### src/rtl/kbd_pkg.sv
// kbd_pkg: shared state encoding, command bytes and parity helper for the PS/2 host sequencer.
package kbd_pkg;

   typedef logic [2:0] kbd_state_t;

   localparam kbd_state_t ST_IDLE     = 3'd0;
   localparam kbd_state_t ST_INHIBIT  = 3'd1;
   localparam kbd_state_t ST_START    = 3'd2;
   localparam kbd_state_t ST_TX       = 3'd3;
   localparam kbd_state_t ST_LACK     = 3'd4;
   localparam kbd_state_t ST_WAIT_ACK = 3'd5;
   localparam kbd_state_t ST_NEXT     = 3'd6;

   localparam logic [7:0] KBD_CMD_LED = 8'hED;
   localparam logic [7:0] KBD_ACK     = 8'hFA;
   localparam logic [7:0] KBD_RESEND  = 8'hFE;

   function automatic logic odd_parity(input logic [7:0] b);
      return ~^b;
   endfunction

endpackage

### src/rtl/ps2_line_sync.sv
// ps2_line_sync: 3-flop synchronisers for both PS/2 lines plus clock falling-edge detect.
module ps2_line_sync (
   input  logic clk,
   input  logic reset_n,
   input  logic ps2_clk_i,
   input  logic ps2_dat_i,
   output logic dat_sync_o,
   output logic clk_fall_o
);

   logic [2:0] clk_q, dat_q;
   logic       clk_prev_q;

   // Idle lines float high, so reset to 1 to avoid a spurious fall after reset.
   always_ff @(posedge clk or negedge reset_n) begin
      if (!reset_n) begin
         clk_q      <= 3'b111;
         dat_q      <= 3'b111;
         clk_prev_q <= 1'b1;
      end else begin
         clk_q      <= {clk_q[1:0], ps2_clk_i};
         dat_q      <= {dat_q[1:0], ps2_dat_i};
         clk_prev_q <= clk_q[2];
      end
   end

   assign dat_sync_o = dat_q[2];
   assign clk_fall_o = clk_prev_q & ~clk_q[2];

endmodule

### src/rtl/ps2_led_cmd_ctrl.sv
// ps2_led_cmd_ctrl: sends the 0xED/LED command pair to a PS/2 keyboard,
// waiting for 0xFA after each byte with resend and watchdog retries.
module ps2_led_cmd_ctrl
   import kbd_pkg::*;
#(
   parameter int unsigned INHIBIT_CYC = 5000,
   parameter int unsigned TIMEOUT_CYC = 1000000,
   parameter int unsigned MAX_RETRY   = 3
) (
   input  logic       clk,
   input  logic       reset_n,
   input  logic       ps2_clk_i,
   input  logic       ps2_dat_i,
   output logic       ps2_clk_oe,
   output logic       ps2_dat_oe,
   input  logic       led_req,
   input  logic [2:0] led_val,
   input  logic [7:0] rx_code,
   input  logic       rx_valid,
   output logic       busy,
   output logic       done,
   output logic       err
);

   localparam int unsigned WD_W = $clog2(TIMEOUT_CYC + 1);
   localparam int unsigned RT_W = $clog2(MAX_RETRY + 2);
   localparam logic [WD_W-1:0] INH_LAST = WD_W'(INHIBIT_CYC - 1);
   localparam logic [WD_W-1:0] WD_LAST  = WD_W'(TIMEOUT_CYC - 1);
   localparam logic [RT_W-1:0] RT_MAX   = RT_W'(MAX_RETRY);

   kbd_state_t      state_q, state_d;
   logic [WD_W-1:0] wd_q, wd_d;
   logic [RT_W-1:0] retry_q, retry_d;
   logic [3:0]      idx_q, idx_d;
   logic [2:0]      led_q, led_d;
   logic            sel_q, sel_d;
   logic            pend_q, pend_d;

   logic       dat_sync, clk_fall;
   logic [7:0] cur_byte;
   logic       tx_bit, tmo, fail, start, enter_inh, done_c, err_c;

   ps2_line_sync u_sync (
      .clk        (clk),
      .reset_n    (reset_n),
      .ps2_clk_i  (ps2_clk_i),
      .ps2_dat_i  (ps2_dat_i),
      .dat_sync_o (dat_sync),
      .clk_fall_o (clk_fall)
   );

   assign cur_byte = sel_q ? {5'b0, led_q} : KBD_CMD_LED;
   assign tx_bit   = idx_q[3] ? odd_parity(cur_byte) : cur_byte[idx_q[2:0]];
   assign tmo      = (state_q != ST_IDLE) && (wd_q == WD_LAST);
   // A missing line-level ack is handled exactly like a watchdog expiry.
   assign fail     = tmo | ((state_q == ST_LACK) & clk_fall & dat_sync);
   assign start    = (state_q == ST_IDLE) & (led_req | pend_q);

   always_comb begin
      state_d = state_q;
      sel_d   = sel_q;
      retry_d = retry_q;
      idx_d   = idx_q;
      led_d   = led_q;
      done_c  = 1'b0;
      err_c   = 1'b0;
      if (fail) begin
         if (retry_q < RT_MAX) begin
            retry_d = retry_q + 1'b1;
            state_d = ST_INHIBIT;
         end else begin
            err_c   = 1'b1;
            state_d = ST_IDLE;
         end
      end else begin
         case (state_q)
            ST_IDLE: if (start) begin
               led_d   = led_val;
               sel_d   = 1'b0;
               retry_d = '0;
               state_d = ST_INHIBIT;
            end
            ST_INHIBIT: if (wd_q == INH_LAST) state_d = ST_START;
            ST_START: if (clk_fall) begin
               idx_d   = 4'd0;
               state_d = ST_TX;
            end
            ST_TX: if (clk_fall) begin
               if (idx_q == 4'd8) state_d = ST_LACK;
               else idx_d = idx_q + 4'd1;
            end
            ST_LACK: if (clk_fall) state_d = ST_WAIT_ACK;
            ST_WAIT_ACK: if (rx_valid) begin
               if (rx_code == KBD_ACK) state_d = ST_NEXT;
               else if (rx_code == KBD_RESEND) state_d = ST_INHIBIT;
            end
            ST_NEXT: if (!sel_q) begin
               sel_d   = 1'b1;
               retry_d = '0;
               state_d = ST_INHIBIT;
            end else begin
               done_c  = 1'b1;
               state_d = ST_IDLE;
            end
            default: state_d = ST_IDLE;
         endcase
      end
   end

   assign enter_inh = (state_d == ST_INHIBIT) && ((state_q != ST_INHIBIT) || fail);
   assign wd_d      = enter_inh ? '0 : busy ? wd_q + 1'b1 : '0;
   assign pend_d    = start ? 1'b0 : pend_q | (led_req & (state_q != ST_IDLE));

   always_ff @(posedge clk or negedge reset_n) begin
      if (!reset_n) begin
         state_q <= ST_IDLE;
         wd_q    <= '0;
         retry_q <= '0;
         idx_q   <= '0;
         led_q   <= '0;
         sel_q   <= 1'b0;
         pend_q  <= 1'b0;
      end else begin
         state_q <= state_d;
         wd_q    <= wd_d;
         retry_q <= retry_d;
         idx_q   <= idx_d;
         led_q   <= led_d;
         sel_q   <= sel_d;
         pend_q  <= pend_d;
      end
   end

   // Outputs decode registered state only, so the async reset releases the lines at once.
   assign busy       = state_q != ST_IDLE;
   assign ps2_clk_oe = (state_q == ST_INHIBIT) & ~tmo;
   assign ps2_dat_oe = ~tmo & ((state_q == ST_START) | ((state_q == ST_TX) & ~tx_bit));
   assign done       = done_c;
   assign err        = err_c;

endmodule

### config.mk
export PLATFORM = sky130hd
export DESIGN_NAME = ps2_led_cmd_ctrl
export DESIGN_NICKNAME = d
export VERILOG_FILES = /design/src/rtl/kbd_pkg.sv /design/src/rtl/ps2_line_sync.sv /design/src/rtl/ps2_led_cmd_ctrl.sv
export SDC_FILE = /design/constraint.sdc
export NUM_CORES = 1
export LEC_CHECK = 0
export CAP_MARGIN = 20
export CORE_MARGIN = 10
export CORE_UTILIZATION = 50
export CTS_BUF_LIST = sky130_fd_sc_hd__clkbuf_4
export DETAILED_ROUTE_END_ITERATION = 10
export DONT_BUFFER_PORTS = 1
export RECOVER_POWER = 100
export SLEW_MARGIN = 30
export SYNTH_ARGS = -nofsm -noshare
export SYNTH_HDL_FRONTEND = slang
export SYNTH_SLANG_ARGS = --single-unit
### constraint.sdc
create_clock -name clk -period 3.36 [get_ports clk]
set_input_delay 0.336 -clock clk [delete_from_list [all_inputs] [get_ports clk]]
set_output_delay 0.336 -clock clk [all_outputs]
set_load 0.03 [all_outputs]
[Word-level counts from Yosys, hierarchy flattened]
Index checks and enable logic that the tools add are counted.
Operators by class
  add/subtract/negate cells: 3
  $lt $le $gt $ge: 2
  equal/unequal tests: 20
  muxes and demuxes: 36
  bitwise operators: 16
  reductions and logical operators: 13
Operators by type and width (number)
  3-bit 2-to-1 mux: 14
  20-bit 2-to-1 mux: 2
  3-bit case mux with 7 select lines: 1
  20-bit by 1-bit adder with 20-bit output, second input constant: 1
  20-bit by 13-bit == test with 1-bit output, second input constant: 1
  20-bit == test, second input constant: 1
  8-bit == test, second input constant: 2
  4-bit 2-to-1 mux: 3
  1-bit 2-to-1 mux: 11
  3-bit == test, second input constant: 3
  1-bit AND: 8
  8-bit 2-to-1 mux: 1
  2-bit != test, second input constant: 4
  4-bit case mux with 2 select lines: 1
  8-bit XNOR reduction: 1
  3-bit by 1-bit == test with 1-bit output, second input constant: 2
  3-bit by 2-bit == test with 1-bit output, second input constant: 2
  3-bit != test, second input constant: 2
  3-bit case mux with 2 select lines: 1
  3-bit AND reduction: 2
  3-bit nonzero test: 2
  5-bit AND reduction: 1
  4-bit by 1-bit adder with 4-bit output, second input constant: 1
  4-bit == test, second input constant: 1
  other kinds (14): 22
Word-level totals
  register bits after elaboration: 42
  input bits: 17
  output and inout port bits: 5
  logic and storage cells: 100

[Depth between registers and ports, before layout]
  depth after elaboration: 9
  gate-level depth with buffers: 9
  mapped depth without buffers: 8

[Cells and area by module]
Synthesis repeated with hierarchy kept, for this count alone.
Second synthesis, totals
  cells, all modules: 237
  area total of the unflattened synthesis: 2249.7 µm²
Modules (own cells, without submodules)
  ps2_led_cmd_ctrl: instances 1, cells an instance 229, area an instance 2052.0 µm², seq. area each 875.8 µm²
  ps2_line_sync: instances 1, cells an instance 8, area an instance 197.7 µm², seq. area each 183.9 µm²

[Worst setup path before layout]
Ideal clock, no wire load.
  path type: reg2out
  from: register wd_q[12]
  to: output port err
  data arrival time: 1994 ps
  required time: 3024 ps
  slack: 1030 ps
  cell stages (with the launch flop): 5
  buffers on the path: 0
  path through: dfrtp_1 nand4bb_1 or4_4 o31a_1 nor2_1
Between the ends
  cells in the longest elaborated chain, start to end: 4
Ends and longest elaborated chain
  start, declared: RTL line ps2_led_cmd_ctrl.sv:32  | logic [WD_W-1:0] wd_q, wd_d;
  start signal, assigned: RTL line ps2_led_cmd_ctrl.sv:125  | wd_q <= wd_d;
  20-bit == test: RTL line ps2_led_cmd_ctrl.sv:54  | assign tmo = (state_q != ST_IDLE) && (wd_q == WD_LAST);
  1-bit logical AND: RTL line ps2_led_cmd_ctrl.sv:54
  1-bit OR: RTL line ps2_led_cmd_ctrl.sv:56  | assign fail = tmo | ((state_q == ST_LACK) & clk_fall & dat_sync);
  1-bit 2-to-1 mux: RTL line ps2_led_cmd_ctrl.sv:67  | if (fail) begin
  end, declared: RTL line ps2_led_cmd_ctrl.sv:22  | output logic err
Every way passes these cells.

[Worst setup path in the final report]
  from: register state_q[0]
  to: output port err
Between the ends
  cells in the longest elaborated chain, start to end: 5
  elaborated cells between the ends (all ways): 7
  those cells by class: 1 x eq/ne; 1 x mux; 3 x bitwise; 2 x reduce/logical
Ends and longest elaborated chain
  start, declared: RTL line ps2_led_cmd_ctrl.sv:31  | kbd_state_t state_q, state_d;
  start signal, assigned: RTL line ps2_led_cmd_ctrl.sv:124  | state_q <= state_d;
  3-bit == test: RTL line ps2_led_cmd_ctrl.sv:56
  1-bit AND (2 in a row): RTL line ps2_led_cmd_ctrl.sv:56
  1-bit OR *: RTL line ps2_led_cmd_ctrl.sv:56
  1-bit 2-to-1 mux *: RTL line ps2_led_cmd_ctrl.sv:67
Mark *: on every way between the ends. The rest lies on a longest branch, timed or not.

==> out/metrics.cfg <==
[run_status]
status=complete, but fails checks
violations=capacitance limit, slew limit

[clock_network]
cts_tree=done
clockRootBuffer=clkbuf_4
clockBufferDepth=2
h-tree-depth=2
clkTransAtPathRegs_ps=130
numCtsBuffers=5
clkLatencyLatePin_ps=350
clock_sinks=42
cts_setup_buffers=0

[logic_synthesis]
synth_flop_cell=dfrtp_1
synth_seq_cells=42
ys_types=50
syn_nets=255
ys_seq_area_frac=0.453
syn_avg_cell_area_sq_um=9.99
syn_inst=234
synth_edf_count=0
syn_area_sq_um=2340
synthArstFlopShare=1.00
yosysWarnings=0

[timing]
worst_slew_pin_slew_ps=2210
rsz0062_at_grt=no
maxSlewViolCount=43
period_minus_slack_ps=3050
max_freq_mhz=328
fin_crit_sh=0.907
finClkSkew_ps=11.0
hold_viol_final=0
tns_ps=0
relSlewSlack=-0.471
setup_viol=0

[critical_path]
worstPathRequired_ps=3020
critPathKind=register to output pin
rrSetupSlack_ps=420
end_kind=output pin
worstPathArrival_ps=2710
cp-start-kind=register
cp_max_fo=16

[grt]
grt_pass1_wl_um=8580
track_usage=0.136
overflow=0
antenna_found_initial=0
grt_pass1_vias=1805
grt_max_degree=43

[power]
p_total_w=0.00138
power.leakage_nw=0.939
ir_drop_uv=257
power_density_nw_per_um2=579

[floorplanning]
die-height_um=88.4
coreArea_sq_um=4440
dieArea_sq_um=7810
floorplan.die.width_um=88.4
rows=24
initial_utilization=0.526
io_pins=22

[flow_run]
drv_cap=1

[finish]
antennaDiodeCount=0
nets=261
final_common_cell=dfrtp_1
area_delta_synth_final_pct=1.82
drive_gt1_frac=0.0954
mostFrequentLayoutCells=dfrtp_1, a21oi_1, nor2_1

[place]
dp_hpwl_um=3550
portBuffers=0
globalplace.congestion=0.915

[detailed_routing]
drc=0
first_iter_violations=118
viasPerCell=6.26
wire_per_inst_um=17.0
dr_total_vias=1834
routed_wl_um=4980
drt_pass1_iterations=5
ant_nets=0

[min_path]
hold_path_class=input pin to register

==> through the flow <==
stage | std cells | setup WS, ps | util | hold slack, ps | area (sq um)
after detailed placement | 281 | 765 | 0.528 | 41.8 | 2350
after global placement | 281 | 847 | 0.528 | 41.7 | 2350
after CTS | 293 | 466 | 0.552 | 108 | 2450
final | 293 | 313 | 0.536 | 121 | 2380
after floorplan | 234 | 1030 | - | 40.4 | 2340
after global routing | 293 | 189 | 0.536 | 105 | 2380
==> area by class of cell <==
type / instances / area, sq um
Tap cell: 52 / 65.1
Sequential cell: 42 / 1060
Clock buffer: 6 / 45.0
Multi-Input combinational cell: 180 / 1140
Clock inverter: 2 / 13.8
Timing Repair Buffer: 5 / 37.5
Fill cell: 413 / 2060
Inverter: 6 / 22.5
==> report_power, final <==
part	internal, W	switching [W]
logic	0.000155	0.000291
registers	0.000579	0.0000969
clock network	0.0000904	0.000165
==> Yosys cell counts (all sizes together), types with 2 or more instances <==
cell type  instances  area (sq um)
dfrtp             35           876
a21oi             26           171
nor2              22          82.6
nand2             18          67.6
xnor2             13           114
nor3              12          71.3
o21ai             11          58.8
nand3             10          50.1
dfstp              7           184
xor2               7          61.3
inv                6          22.5
nand2b             5          31.3
nand4              5          31.3
a31oi              4          25.0
ha                 4          50.1
nor4               4          25.0
buf                3          33.8
clkbuf             3          31.3
mux2               3          33.8
o31a               3          26.3
or4                3          30.0
a21o               2          15.0
a31o               2          17.5
and2               2          12.5
and3               2          12.5
and4               2          17.5
nand4b             2          17.5
o2bb2ai            2          17.5
==> flip-flops by register name, summed over array words and instances (netlist names) <==
signal             cells
retry_q                3
idx_q                  4
u_sync.dat_q           3
u_sync.clk_prev_q      1
u_sync.clk_q           3
wd_q                  20
led_q                  3
pend_q                 1
sel_q                  1
state_q                3
==> worst max-delay path: stages, from the launching register on <==
cell,delay (ps)
dfrtp_1,640
nor3_1,250
or4_1,520
o31a_1,410
nor2_1,540
==> path summary, 6_finish.rpt <==
kind | start | endpoint | depth (start not counted)
setup / recovery | state_q[0] | err | 4
hold / removal | led_val[2] | led_q[2] | 1
setup reg to reg | state_q[0] | wd_q[1] | 6
hold reg to reg | u_sync.dat_q[0] | u_sync.dat_q[1] | 0
max in group asynchronous | reset_n | wd_q[14] | 2
min in group asynchronous | reset_n | idx_q[0] | 2
==> logic make-up after synthesis <==
| family | after synthesis | synth area share |
|---|---|---|
| AOI/OAI and AO/OA | 57 | 0.173 |
| xor gates and xnor gates | 20 | 0.0749 |
| adders and majority gates | 4 | 0.0214 |
| buffers and inverters | 12 | 0.0375 |
| DFF | 42 | 0.453 |
| muxes | 4 | 0.0187 |
| and+or+nand+nor | 95 | 0.221 |
==> metal layers <==
layer  GRT usage  vias to the layer above  wire (um)
li1            -                      859          -
met1       0.164                      904       2210
met2       0.232                       60       2400
met3      0.0322                       11        269
met4      0.0455                        0         93
met5           0                        -          0
==> repair_timing <==
| action | in CTS | in global routing |
|---|---|---|
| hold buffers | 4 | 0 |
| resized for setup | 0 | 0 |
| hold endpoints to repair | 44 | 0 |
Note: power is estimated with default switching activity, not from simulation.
